File: src/rtl/random_request_arbiter.sv
// random_request_arbiter
//   Shares one random source among several requesters. Requests are served
//   round-robin, one winner per grant. The winner's random value is folded
//   into the range 0..max_val without a divider. After each grant the arbiter
//   waits GAP idle cycles so the random source advances between draws.
// Ports
//   clk        system clock
//   reset      synchronous reset, active-high
//   req        level request per requester, held until granted
//   rand_in    current random generator value
//   max_val    inclusive upper bound of the delivered value
//   gnt        one-hot grant, one-cycle pulse
//   rand_out   folded random value, valid only while |gnt
//   busy       high whenever the arbiter is not idle
//   grant_cnt  grants since reset, wraps 255 -> 0
module random_request_arbiter #(
  parameter int unsigned NUM_REQ = 4,
  parameter int unsigned RAND_W  = 4,
  parameter int unsigned GAP     = 2
) (
  input  logic               clk,
  input  logic               reset,
  input  logic [NUM_REQ-1:0] req,
  input  logic [RAND_W-1:0]  rand_in,
  input  logic [RAND_W-1:0]  max_val,
  output logic [NUM_REQ-1:0] gnt,
  output logic [RAND_W-1:0]  rand_out,
  output logic               busy,
  output logic [7:0]         grant_cnt
);

  localparam int unsigned PTR_W = (NUM_REQ > 1) ? $clog2(NUM_REQ) : 1;
  localparam int unsigned GAP_W = 4;
  localparam int unsigned CNT_W = 8;

  typedef enum logic [1:0] {
    S_IDLE  = 2'd0,
    S_GRANT = 2'd1,
    S_WAIT  = 2'd2
  } state_t;

  state_t             r_state, w_state_nxt;
  logic [PTR_W-1:0]   r_rr_ptr, w_rr_ptr_nxt;
  logic [GAP_W-1:0]   r_gap_cnt, w_gap_cnt_nxt;
  logic [NUM_REQ-1:0] r_gnt, w_gnt_nxt;
  logic [RAND_W-1:0]  r_rand, w_rand_nxt;
  logic [CNT_W-1:0]   r_grant_cnt, w_grant_cnt_nxt;
  logic               r_busy;

  logic               w_found;
  logic [PTR_W-1:0]   w_winner;
  logic [PTR_W-1:0]   w_idx;
  logic [RAND_W-1:0]  w_sub;
  logic [RAND_W-1:0]  w_fold;

  // Round-robin search: first active request at or after rr_ptr, wrapping.
  always_comb begin
    w_found  = 1'b0;
    w_winner = '0;
    w_idx    = '0;
    for (int unsigned off = 0; off < NUM_REQ; off++) begin
      w_idx = PTR_W'((32'(r_rr_ptr) + off) % NUM_REQ);
      if (!w_found && req[w_idx]) begin
        w_found  = 1'b1;
        w_winner = w_idx;
      end
    end
  end

  // Fold: one conditional subtraction of (max_val+1), then clamp to max_val.
  // The subtraction is only used when rand_in > max_val, so it cannot go negative.
  always_comb begin
    w_sub = rand_in - max_val - RAND_W'(1);
    if (rand_in <= max_val) begin
      w_fold = rand_in;
    end else if (w_sub > max_val) begin
      w_fold = max_val;
    end else begin
      w_fold = w_sub;
    end
  end

  // Next-state and next-output logic.
  always_comb begin
    w_state_nxt     = r_state;
    w_gnt_nxt       = '0;
    w_rand_nxt      = '0;
    w_rr_ptr_nxt    = r_rr_ptr;
    w_gap_cnt_nxt   = r_gap_cnt;
    w_grant_cnt_nxt = r_grant_cnt;
    case (r_state)
      S_IDLE: begin
        if (w_found) begin
          w_state_nxt     = S_GRANT;
          w_gnt_nxt       = NUM_REQ'(1) << w_winner;
          w_rand_nxt      = w_fold;
          w_rr_ptr_nxt    = (w_winner == PTR_W'(NUM_REQ - 1)) ? '0 : w_winner + PTR_W'(1);
          w_grant_cnt_nxt = r_grant_cnt + CNT_W'(1);
        end
      end
      S_GRANT: begin
        if (GAP > 0) begin
          w_state_nxt   = S_WAIT;
          w_gap_cnt_nxt = GAP_W'(GAP) - GAP_W'(1);
        end else begin
          w_state_nxt = S_IDLE;
        end
      end
      S_WAIT: begin
        if (r_gap_cnt == '0) begin
          w_state_nxt = S_IDLE;
        end else begin
          w_gap_cnt_nxt = r_gap_cnt - GAP_W'(1);
        end
      end
      default: begin
        w_state_nxt = S_IDLE;
      end
    endcase
  end

  // State and output registers.
  always_ff @(posedge clk) begin
    if (reset) begin
      r_state     <= S_IDLE;
      r_rr_ptr    <= '0;
      r_gap_cnt   <= '0;
      r_gnt       <= '0;
      r_rand      <= '0;
      r_grant_cnt <= '0;
      r_busy      <= 1'b0;
    end else begin
      r_state     <= w_state_nxt;
      r_rr_ptr    <= w_rr_ptr_nxt;
      r_gap_cnt   <= w_gap_cnt_nxt;
      r_gnt       <= w_gnt_nxt;
      r_rand      <= w_rand_nxt;
      r_grant_cnt <= w_grant_cnt_nxt;
      r_busy      <= (w_state_nxt != S_IDLE);
    end
  end

  assign gnt       = r_gnt;
  assign rand_out  = r_rand;
  assign busy      = r_busy;
  assign grant_cnt = r_grant_cnt;

endmodule

File: config.mk
export PLATFORM = sky130hd
export DESIGN_NAME = random_request_arbiter
export DESIGN_NICKNAME = d
export VERILOG_FILES = /design/src/rtl/random_request_arbiter.sv
export SDC_FILE = /design/constraint.sdc
export NUM_CORES = 1
export LEC_CHECK = 0
export ABC_CLOCK_PERIOD_IN_PS = 2400
export CAP_MARGIN = 20
export CORE_MARGIN = 1.5
export CORE_UTILIZATION = 44
export DETAILED_ROUTE_END_ITERATION = 8
export PLACE_DENSITY = 0.76
export SETUP_SLACK_MARGIN = 0.15
export SYNTH_ARGS = -nofsm -noshare
export SYNTH_HDL_FRONTEND = slang
export SYNTH_SLANG_ARGS = --single-unit
File: constraint.sdc
create_clock -name clk -period 2.4 [get_ports clk]
set_input_delay 0.48 -clock clk [delete_from_list [all_inputs] [get_ports clk]]
set_output_delay 0.48 -clock clk [all_outputs]
set_load 0.005 [all_outputs]
# --- Word-level counts from Yosys, hierarchy flattened ---
# Cells that the tools add are included.
# W data, S select, Z words.
totals:
  output_inout_bits: 17
  wordCells: 65
  in_bits: 14
  regBits: 25
classes:
  muxes: 24
  shifts: 1
  bitwise: 2
  reduce_logical: 13
  add_sub_neg: 8
  order_cmp: 6
  eq_ne: 4
op_table:
  columns: ["operator", "count"]
  rows:
  - ["$mux W2", 7]
  - ["$lt A2 B3 Y1 const B", 4]
  - ["$mux W4", 3]
  - ["$add A8 B1 Y8 const B", 1]
  - ["$bmux W1 S2", 4]
  - ["$mux W1", 8]
  - ["$pmux W4 S2", 1]
  - ["$sub A4 B1 Y4 const B", 2]
  - ["$pmux W2 S3", 1]
  - ["$add A2 B1 Y2 const B", 2]
  - ["$add A2 B2 Y2 const B", 2]
  - ["$eq A2 B2 Y1 const B", 2]
  - ["$gt A4 B4 Y1", 1]
  - ["$le A4 B4 Y1", 1]
  - ["$logic_not A4 Y1", 1]
  - ["$reduce_and A2 Y1", 2]
  - ["$reduce_bool A2 Y1", 2]
  - ["$shl A1 B2 Y4 const A", 1]
  - ["$sub A4 B4 Y4", 1]
  - ["$logic_and A1 B1 Y1", 3]
  - ["$logic_not A1 Y1", 3]
  - ["$reduce_or A3 Y1", 1]
  - ["$eq A2 B1 Y1 const B", 1]
  - ["$logic_not A2 Y1", 1]
  - ["other kinds (2)", 3]

# --- Logic depth before layout (Yosys ltp) ---
# Gate-level depths: netlist of run 1.
logic_depth:
  depth_word: 15
  mapped_depth: 11
  mapped_depth_nobuf: 11

# --- Least setup slack after synthesis of run 1 ---
# Ideal clock, no wire load.
synth_timing:
  kind: "in2reg"
  startpoint: "input max_val[0]"
  endpoint: "register r_rand[1], in the netlist rand_out[1]"
  arrival_time_ns: 2.314
  path_buffers: 0
  cell_stages: 11
  setup_time_ns: 0.140
  slack_ns: -0.053
  required_ns: 2.260
  path_cell_list: "inv_1 > ha_1 > inv_1 > fa_1 > xnor2_1 > ha_1 > nand3_1 > o221ai_1 > o21a_1 > mux2i_1 > a21oi_1"
synth_via:
  elab_chain_len: 5
  elab_cells_between_ends: 6
  classes_between: "add/sub (2); order compare (2); mux (2)"
synth_rtl:
  columns: ["element", "line", "rtl"]
  rows:
  - ["start, declared", "25", "input logic [RAND_W-1:0] max_val,"]
  - ["$sub A4 B4 Y4", "73", "w_sub = rand_in - max_val - RAND_W'(1);"]
  - ["$sub A4 B1 Y4", "73", null]
  - ["$gt A4 B4 Y1", "76", "end else if (w_sub > max_val) begin"]
  - ["$mux W4", "76", null]
  - ["$mux W4 (*)", "74", "if (rand_in <= max_val) begin"]
  - ["end signal, assigned", "137", "r_rand <= w_rand_nxt;"]
  - ["end, declared", "46", "logic [RAND_W-1:0] r_rand, w_rand_nxt;"]
# Every way passes the cells marked *; elsewhere a longest branch is shown, timed or not.
# A chain may end at the register's enable or synchronous reset.

# --- Final worst setup path of run 1 ---
layout_timing:
  startpoint: "input max_val[0]"
  endpoint: "register r_rand[2], in the netlist rand_out[2]"
# Same word-level chain as after synthesis.

==> results.cfg, run 1 <==
[power]
p_seq_share_pct = 45.8
power_switching_w = 0.0003361
pwr-share-comb_pct = 37.1
switching_share_pct = 31.40
intPower_w = 0.0007343
ir_drop_uv = 199.6
clkPwrFrac_pct = 17.1
p_leak_nw = 0.8266
pwr_density_cell_mw_per_mm2 = 546.6
power_w = 0.001070

[die]
die_y_um = 58.70
rows = 20
boundaryPins = 31
die_x_um = 58.70
core_area_mm2 = 0.003003
initial_core_util_pct = 45.46
dieArea_mm2 = 0.003446

[cells_and_area]
synthToLayoutAreaGrowth_pct = 43.45
layout_common_cells = dfxtp_1, clkdlybuf4s50_1, buf_4
final_nets = 224
layout_commonest_cell = dfxtp_1
layout-drive-gt1-share_pct = 26.77
antennaDiodeCount = 0
stdcell_area_mm2 = 0.001958
fin_util_pct = 65.21

[global_route]
grt_overflow = 0
track_usage_pct = 19.09
antenna_found_initial = 0
grt_pass1_vias = 1255
grt_max_degree = 16
grt_pass1_wl_um = 5195

[placed_design]
place_area_mm2 = 0.001882
hpwl_um = 2367
place_congestion = 0.7563
port_buffers = 30

[logic_synthesis]
syn_inst = 149
yosysSeqAreaShare_pct = 36.66
synth_area_mm2 = 0.001365
syn_nets = 174
yosysWarnings = 0
ys_ff_latch = 25
synth_area_per_cell_um2 = 9.161
yosysUniqueCellTypes = 42

[critical_path]
critPathKind = primary input to register
critPathRequiredTime_ns = 2.60
path_max_fanout = 3
cp-end-kind = register
cp-start-kind = primary input
crit_arrival_ns = 2.42

[clock_network]
clockBufferDepth = 2
cts_root_buffer = clkbuf_4
worst_skew_pair.late_latency_ns = 0.31
numCtsBuffers = 3
cts.sinks = 25
cts_hold_buf = 0
cts_tree = yes
htree_levels = 1
clk_pin_slew_ns = 0.12

[route]
route.detailed.drc = 0
wl_per_cell_um = 12.86
wirelength_um = 2971
vias = 1208
ant_nets = 0
drt_iter0_drc = 33
routed_via_density = 5.229
dr.pass1.iters = 4

[timing]
period_share_pct = 92.37
setup-tns-final_ns = 0
slew_violations = 0
worst_pin_slew_ns = 0.5558
max-slew-margin-rel_pct = 62.36
setup_viol = 0
holdWs_ns = 0.5147
fin_skew_ns = 0.01063
final_hold_viol_count = 0
fin_crit_ns = 2.217
timing.fmax_mhz = 451.1
rsz0062_at_grt = true

[min_path]
hp-class = primary input to register

[status]
status = complete, no violations

[flow_run]
max-cap-violations = 0
## layout make-up
cell class	count	area, um^2
Sequential cell	25	500.5
Timing Repair Buffer	48	425.4
Inverter	16	72.57
Clock buffer	3	22.52
Fill cell	257	1045
Multi-Input combinational cell	105	888.4
Clock inverter	1	7.507
Tap cell	33	41.29
## sequential cells by signal (all words and copies together) (netlist names)
| register | count |
|---|---|
| r_state | 2 |
| r_gap_cnt | 4 |
| busy | 1 |
| grant_cnt | 8 |
| gnt | 4 |
| rand_out | 4 |
| r_rr_ptr | 2 |
## kinds of logic after synthesis
kind of cell               Yosys count  synth area share (%)
and+or+nand+nor                     46                 20.35
AOI/OAI and AO/OA                   32                 16.41
DFF                                 25                 36.66
buffers and inverters               19                 5.316
xor gates and xnor gates            12                 7.699
adders and majority gates           11                 10.63
muxes                                4                 2.933
## power by group through the flow
stage          clock (W)  sequential [W]  combinational (W)
3_5_place_dp           0        0.000500           0.000378
6_report        0.000183        0.000490           0.000397
5_1_grt         0.000207        0.000495           0.000438
2_1_floorplan          0        0.000494           0.000225
3_3_place_gp           0        0.000498           0.000365
4_1_cts         0.000191        0.000490           0.000389
## synth_stat cells (all sizes together)
master | count | area share (%)
a221oi | 1 | 1.9
a31oi | 1 | 0.46
nor2 | 17 | 5.2
and2 | 1 | 0.46
nor4 | 4 | 3.4
a211oi | 3 | 2.0
inv | 16 | 4.4
and4 | 1 | 0.64
a21o | 2 | 1.1
or3 | 1 | 0.46
o21ai | 6 | 2.2
dfxtp | 25 | 37
o21a | 1 | 0.55
nand3 | 4 | 1.5
fa | 1 | 1.5
o22ai | 1 | 0.46
and3 | 2 | 0.92
nand4 | 2 | 0.92
mux2i | 4 | 2.9
o221ai | 1 | 0.64
nor3 | 2 | 1.6
o22a | 1 | 0.64
xor2 | 7 | 4.5
buf | 1 | 0.37
nor2b | 3 | 1.4
ha | 10 | 9.2
xnor2 | 5 | 3.2
o311ai | 1 | 0.64
nand2b | 3 | 1.6
a21oi | 12 | 4.7
clkbuf | 2 | 0.55
nand2 | 4 | 1.1
and3b | 2 | 1.3
o211ai | 2 | 1.1
## repair_timing
action | in CTS | in global routing
resized for setup | 23 | 9
setup endpoints to repair | 4 | 4
setup buffers | 1 | 1
gates cloned | 0 | 0
pin swaps | 10 | 10
## metal layers
metal	vias up	wire [um]	track usage, %
met5	-	0	0
met4	0	52	9.091
met3	4	63	1.978
met2	23	1622	35.79
met1	563	1232	21.37
li1	618	-	-
## critical path, stage by stage
cell and delay [ns]:
buf_12 0.11, inv_12 0.04, ha_4 0.11, inv_2 0.03, fa_2 0.36, xnor2_2 0.16
ha_1 0.32, nand3_2 0.09, o221ai_2 0.21, o21a_2 0.21, mux2i_1 0.20, a21oi_1 0.08
## stage by stage
step | cells | worst slack (ns)
finish | 231 | 0.1831
global route | 231 | 0.09095
CTS | 230 | 0.1512
detailed placement | 225 | -0.6901
global placement | 225 | -0.6345
floorplan | 149 | 0.04595
## worst paths after layout
kind | startpoint | endpoint | slack (ns) | depth (start not counted)
setup reg to reg | r_gap_cnt[0] | r_gap_cnt[3] | 0.67 | 7
setup / recovery | max_val[0] | rand_out[2] | 0.18 | 12
hold / removal | rand_in[1] | rand_out[1] | 0.51 | 3
hold reg to reg | r_gap_cnt[0] | r_gap_cnt[0] | 0.52 | 2
Note: power is estimated with default switching activity, not from simulation.
==> inputs of run 2 (changes only) <==
--- a/config.mk
+++ b/config.mk
@@ -9,6 +9,7 @@
 export CAP_MARGIN = 20
 export CORE_MARGIN = 1.5
 export CORE_UTILIZATION = 44
+export CTS_BUF_LIST = sky130_fd_sc_hd__clkbuf_16
 export DETAILED_ROUTE_END_ITERATION = 8
 export PLACE_DENSITY = 0.76
 export SETUP_SLACK_MARGIN = 0.15
==> run 2 against run 1 <==
Effect of this change: die area unchanged; flip-flop and latch count stayed put; first-iteration DRC count increased by 61%; cell count is 0.43% higher; clock skew fell by 0.0068 ns; clock power is 100% higher; critical path depth unchanged; non-clock buffer count up 1; final area up 2.9%; sequential power about the same; total power is 17% higher; largest cell class unchanged; largest power group unchanged.
==> results.cfg, run 2 (same netlist as run 1, synthesis figures left out) <==
[status]
status = complete, no violations

[timing]
fin_crit_ns = 2.226
timing.fmax_mhz = 449.2
max-slew-margin-rel_pct = 62.24
slew_violations = 0
rsz0062_at_grt = true
worst_pin_slew_ns = 0.5576
layout_setup_ws_ns = 0.1740
final_hold_viol_count = 0
period_share_pct = 92.75
setup_viol = 0
fin_skew_ns = 0.003851

[route]
dr.pass1.iters = 4
wirelength_um = 3072
routed_via_density = 5.241
vias = 1216
route.detailed.drc = 0
drt_iter0_drc = 53
wl_per_cell_um = 13.24
ant_nets = 0

[critical_path]
r2r_start = r_gap_cnt[0]
critPathRequiredTime_ns = 2.54
cp-end-kind = register
critPathKind = primary input to register
crit_arrival_ns = 2.37
r2r_end = r_gap_cnt[3]
cp-start-kind = primary input
ff2ff_setup_slack_ns = 0.69
path_max_fanout = 3
reg2reg_depth = 7

[die]
dieArea_mm2 = 0.003446
die_y_um = 58.70
rows = 20
die_x_um = 58.70
boundaryPins = 31
initial_core_util_pct = 45.46
core_area_mm2 = 0.003003

[cells_and_area]
layout-drive-gt1-share_pct = 26.13
layout_commonest_cell = dfxtp_1
largest_reg_flops = 8
layoutNonFillerInstCount = 232
stdcell_area_mm2 = 0.002014
final_nets = 225
synthToLayoutAreaGrowth_pct = 47.57
fin_util_pct = 67.08
antennaDiodeCount = 0
layout_common_cells = dfxtp_1, clkdlybuf4s50_1, buf_4

[power]
power_switching_w = 0.0003601
ir_drop_uv = 301.3
pwr_density_cell_mw_per_mm2 = 623.9
clkPwrFrac_pct = 29.2
switching_share_pct = 28.65
pwr-share-comb_pct = 31.7
p_leak_nw = 0.8506
power_w = 0.001257
intPower_w = 0.0008967
p_seq_share_pct = 39.1

[clock_network]
cts_tree = yes
htree_levels = 1
clockBufferDepth = 2
cts_hold_buf = 0
clk_pin_slew_ns = 0.06
worst_skew_pair.late_latency_ns = 0.26
numCtsBuffers = 3
cts.sinks = 25
cts_root_buffer = clkbuf_16

[min_path]
hp-class = register to register
hp-start = r_gap_cnt[0]
whs_path_depth = 2
holdPathEnd = r_gap_cnt[0]

[placed_design]
place_congestion = 0.7563
port_buffers = 30
dpl.cell_count = 225
place_area_mm2 = 0.001882
pre_cts_ws_ns = -0.6901
hpwl_um = 2367

[global_route]
grt_pass1_vias = 1296
grt_overflow = 0
track_usage_pct = 20.15
grt_max_degree = 16
antenna_found_initial = 0
grt_pass1_wl_um = 5451

[flow_run]
max-cap-violations = 0
run 2: timing repair:
| item | 4_1_cts | 5_1_grt |
|---|---|---|
| setup endpoints to repair | 4 | 4 |
| buffers inserted | 3 | 0 |
| gates resized for setup | 30 | 3 |
| pin swaps | 12 | 2 |
run 2: final cells by class:
type | count | area, um^2
multi-input cells | 105 | 880.8
inverters | 16 | 72.57
clock buffers | 3 | 75.07
well taps | 33 | 41.29
flip-flops and latches | 25 | 500.5
clock inverters | 1 | 7.507
fillers | 248 | 988.4
repair buffers | 49 | 436.7
run 2: worst max-delay path, stage by stage:
cell,delay (ns)
buf_12,0.11
inv_12,0.04
ha_4,0.11
inv_2,0.03
fa_2,0.34
xnor2_2,0.15
ha_1,0.32
nand3_2,0.09
o221ai_2,0.19
o21a_2,0.22
mux2i_1,0.20
a21oi_1,0.08
run 2: power groups by stage:
stage | clock [W] | combinational (W) | sequential, W
final | 0.000367 | 0.000398 | 0.000492
after global routing | 0.000389 | 0.000442 | 0.000497
after CTS | 0.000373 | 0.000396 | 0.000491
after detailed placement | 0 | 0.000378 | 0.000500
after global placement | 0 | 0.000365 | 0.000498
after floorplan | 0 | 0.000225 | 0.000494
run 2: through the flow:
step	hold slack, ns	setup TNS (ns)
global route	0.5565	0
finish	0.5092	0
floorplan	0.4777	0
global placement	0.4936	-2.427
detailed placement	0.5063	-2.645
CTS	0.5158	0
run 2: worst max-delay path by stage:
| stage | from | endpoint | slack (ns) | depth (start not counted) |
|---|---|---|---|---|
| global route | max_val[0] | rand_out[2] | 0.06 | 12 |
| floorplan | max_val[0] | rand_out[1] | 0.05 | 11 |
| finish | max_val[0] | rand_out[1] | 0.17 | 12 |
| global placement | max_val[0] | rand_out[2] | -0.63 | 12 |
| detailed placement | max_val[0] | rand_out[2] | -0.69 | 12 |
| CTS | max_val[0] | rand_out[1] | 0.15 | 12 |
run 2: per-layer routing:
| metal | vias to the layer above | wire length [um] | part of all wire [%] | track usage [%] |
|---|---|---|---|---|
| met5 | - | 0 | 0 | 0 |
| li1 | 619 | - | - | - |
| met1 | 568 | 1277 | 42 | 23.29 |
| met2 | 22 | 1672 | 54 | 37.24 |
| met3 | 7 | 64 | 2.1 | 2.637 |
| met4 | 0 | 58 | 1.9 | 8.117 |
==> inputs of run 3 (changes only) <==
--- a/config.mk
+++ b/config.mk
@@ -12,7 +12,9 @@
 export CTS_BUF_LIST = sky130_fd_sc_hd__clkbuf_16
 export DETAILED_ROUTE_END_ITERATION = 8
 export PLACE_DENSITY = 0.76
+export RECOVER_POWER = 100
 export SETUP_SLACK_MARGIN = 0.15
+export SLEW_MARGIN = 30
 export SYNTH_ARGS = -nofsm -noshare
 export SYNTH_HDL_FRONTEND = slang
 export SYNTH_SLANG_ARGS = --single-unit
==> run 3 against run 2 <==
Effect of this change: global-route usage is the same; sequential power shrank 1%; register-to-register slack lost 0.22 ns; core utilization shrank 1.9 points; sequential share of layout area grew 0.71 points; clock power is essentially flat; clock skew grew 0.00064 ns; highest routed layer unchanged.
==> results.cfg, run 3 (same netlist as run 1, synthesis figures left out) <==
[status]
status = complete, no violations

[route]
route.detailed.drc = 0
wirelength_um = 3042
drt_iter0_drc = 46
routed_via_density = 5.142
dr.pass1.iters = 4
vias = 1193
ant_nets = 0
wl_per_cell_um = 13.11

[cells_and_area]
layoutNonFillerInstCount = 232
layout-drive-gt1-share_pct = 23.62
layout_commonest_cell = dfxtp_1
nFillCells = 258
antennaDiodeCount = 0
final_nets = 225
layout_common_cells = dfxtp_1, dlygate4sd3_1, buf_4
synthToLayoutAreaGrowth_pct = 43.45
largest_reg_flops = 8

[die]
boundaryPins = 31
initial_core_util_pct = 45.46
die_x_um = 58.70
dieArea_mm2 = 0.003446
rows = 20
die_y_um = 58.70
core_area_mm2 = 0.003003

[clock_network]
htree_levels = 1
cts.sinks = 25
clk_pin_slew_ns = 0.06
cts_tree = yes
numCtsBuffers = 3
worst_skew_pair.late_latency_ns = 0.26
clockBufferDepth = 2
cts_root_buffer = clkbuf_16
cts_hold_buf = 0

[timing]
slew_violations = 0
fin_crit_ns = 2.234
timing.fmax_mhz = 447.6
max-slew-margin-rel_pct = 45.16
fin_skew_ns = 0.004494
rsz0062_at_grt = true
final_hold_viol_count = 0
setup_viol = 0
worst_pin_slew_ns = 0.8123
layout_setup_ws_ns = 0.1657
period_share_pct = 93.09

[min_path]
hp-start = r_gap_cnt[0]
hp-class = register to register

[critical_path]
cp_cell_sequence = buf_12 -> inv_12 -> ha_4 -> inv_2 -> fa_2 -> inv_2 -> ha_4 -> nand3_1 -> o221ai_2 -> o21a_2 -> mux2i_1 -> a21oi_1
path_max_fanout = 3
cp_slowest_stage_delay_ns = 0.52
critPathSlowestCell = fa_2
cp-start-kind = primary input
r2r_start = r_gap_cnt[0]
cp-startpoint = max_val[0]
critPathRequiredTime_ns = 2.54
cp-end-kind = register
crit_arrival_ns = 2.38
critPathKind = primary input to register

[global_route]
track_usage_pct = 20.15
grt_overflow = 0
grt_pass1_vias = 1296
grt_max_degree = 16
antenna_found_initial = 0
grt_pass1_wl_um = 5451

[placed_design]
pre_cts_ws_ns = -0.6901
hpwl_um = 2367
port_buffers = 30
dpl.cell_count = 225
place_congestion = 0.7563

[power]
ir_drop_uv = 302.4
pwr_density_cell_mw_per_mm2 = 623.3
p_leak_nw = 0.8856

[flow_run]
max-cap-violations = 0
## run 3: final timing paths
kind,to,slack [ns],depth (start not counted)
worst max-delay path,rand_out[1],0.17,12
worst min-delay path,r_gap_cnt[0],0.51,2
worst max register to register,r_gap_cnt[3],0.47,7
worst min register to register,r_gap_cnt[0],0.51,2
## run 3: timing repair
| action | 4_1_cts | 5_1_grt |
|---|---|---|
| setup endpoints to repair | 4 | 4 |
| gates cloned | 0 | 0 |
| gates resized for setup | 30 | 3 |
| pin swaps | 12 | 2 |
| buffers inserted | 3 | 0 |
## run 3: area by class of cell
type,instances,area [um^2],area share (%)
Multi-Input combinational cell,105,824.5,42.11
Sequential cell,25,500.5,25.56
Timing Repair Buffer,49,436.7,22.30
Clock buffer,3,75.07,3.834
Inverter,16,72.57,3.706
Tap cell,33,41.29,2.109
Clock inverter,1,7.507,0.3834
## run 3: critical path, delay by kind of cell
kind,cells,cell delay (ns)
compound gates,3,0.50
fa+ha+maj,3,0.87
simple gates,1,0.09
buf+inv,4,0.23
mux,1,0.20
## run 3: report_power, final
group,internal (W),switching [W]
Clock,0.000226,0.000141
Combinational,0.000195,0.000172
Sequential,0.000454,0.0000325
## run 3: per-stage QoR
| step | area, um^2 | power (W) | hold WS (ns) | TNS (ns) | util [%] |
|---|---|---|---|---|---|
| finish | 1958 | 0.001221 | 0.5092 | 0 | 65.21 |
| global route | 1958 | 0.001292 | 0.5509 | 0 | 65.21 |
| CTS | 2008 | 0.001260 | 0.5158 | 0 | 66.88 |
| detailed placement | 1882 | 0.0008774 | 0.5063 | -2.645 | 62.67 |
| global placement | 1882 | 0.0008625 | 0.4936 | -2.427 | 62.67 |
| floorplan | 1433 | 0.0007192 | 0.4777 | 0 | - |
## run 3: per-layer routing
| metal | vias to the layer above | wire length, um | share of wire, % | GRT usage (%) |
|---|---|---|---|---|
| li1 | 622 | - | - | - |
| met1 | 546 | 1281 | 42 | 23.29 |
| met2 | 18 | 1646 | 54 | 37.24 |
| met3 | 7 | 55 | 1.8 | 2.637 |
| met4 | 0 | 58 | 1.9 | 8.117 |
| met5 | - | 0 | 0 | 0 |
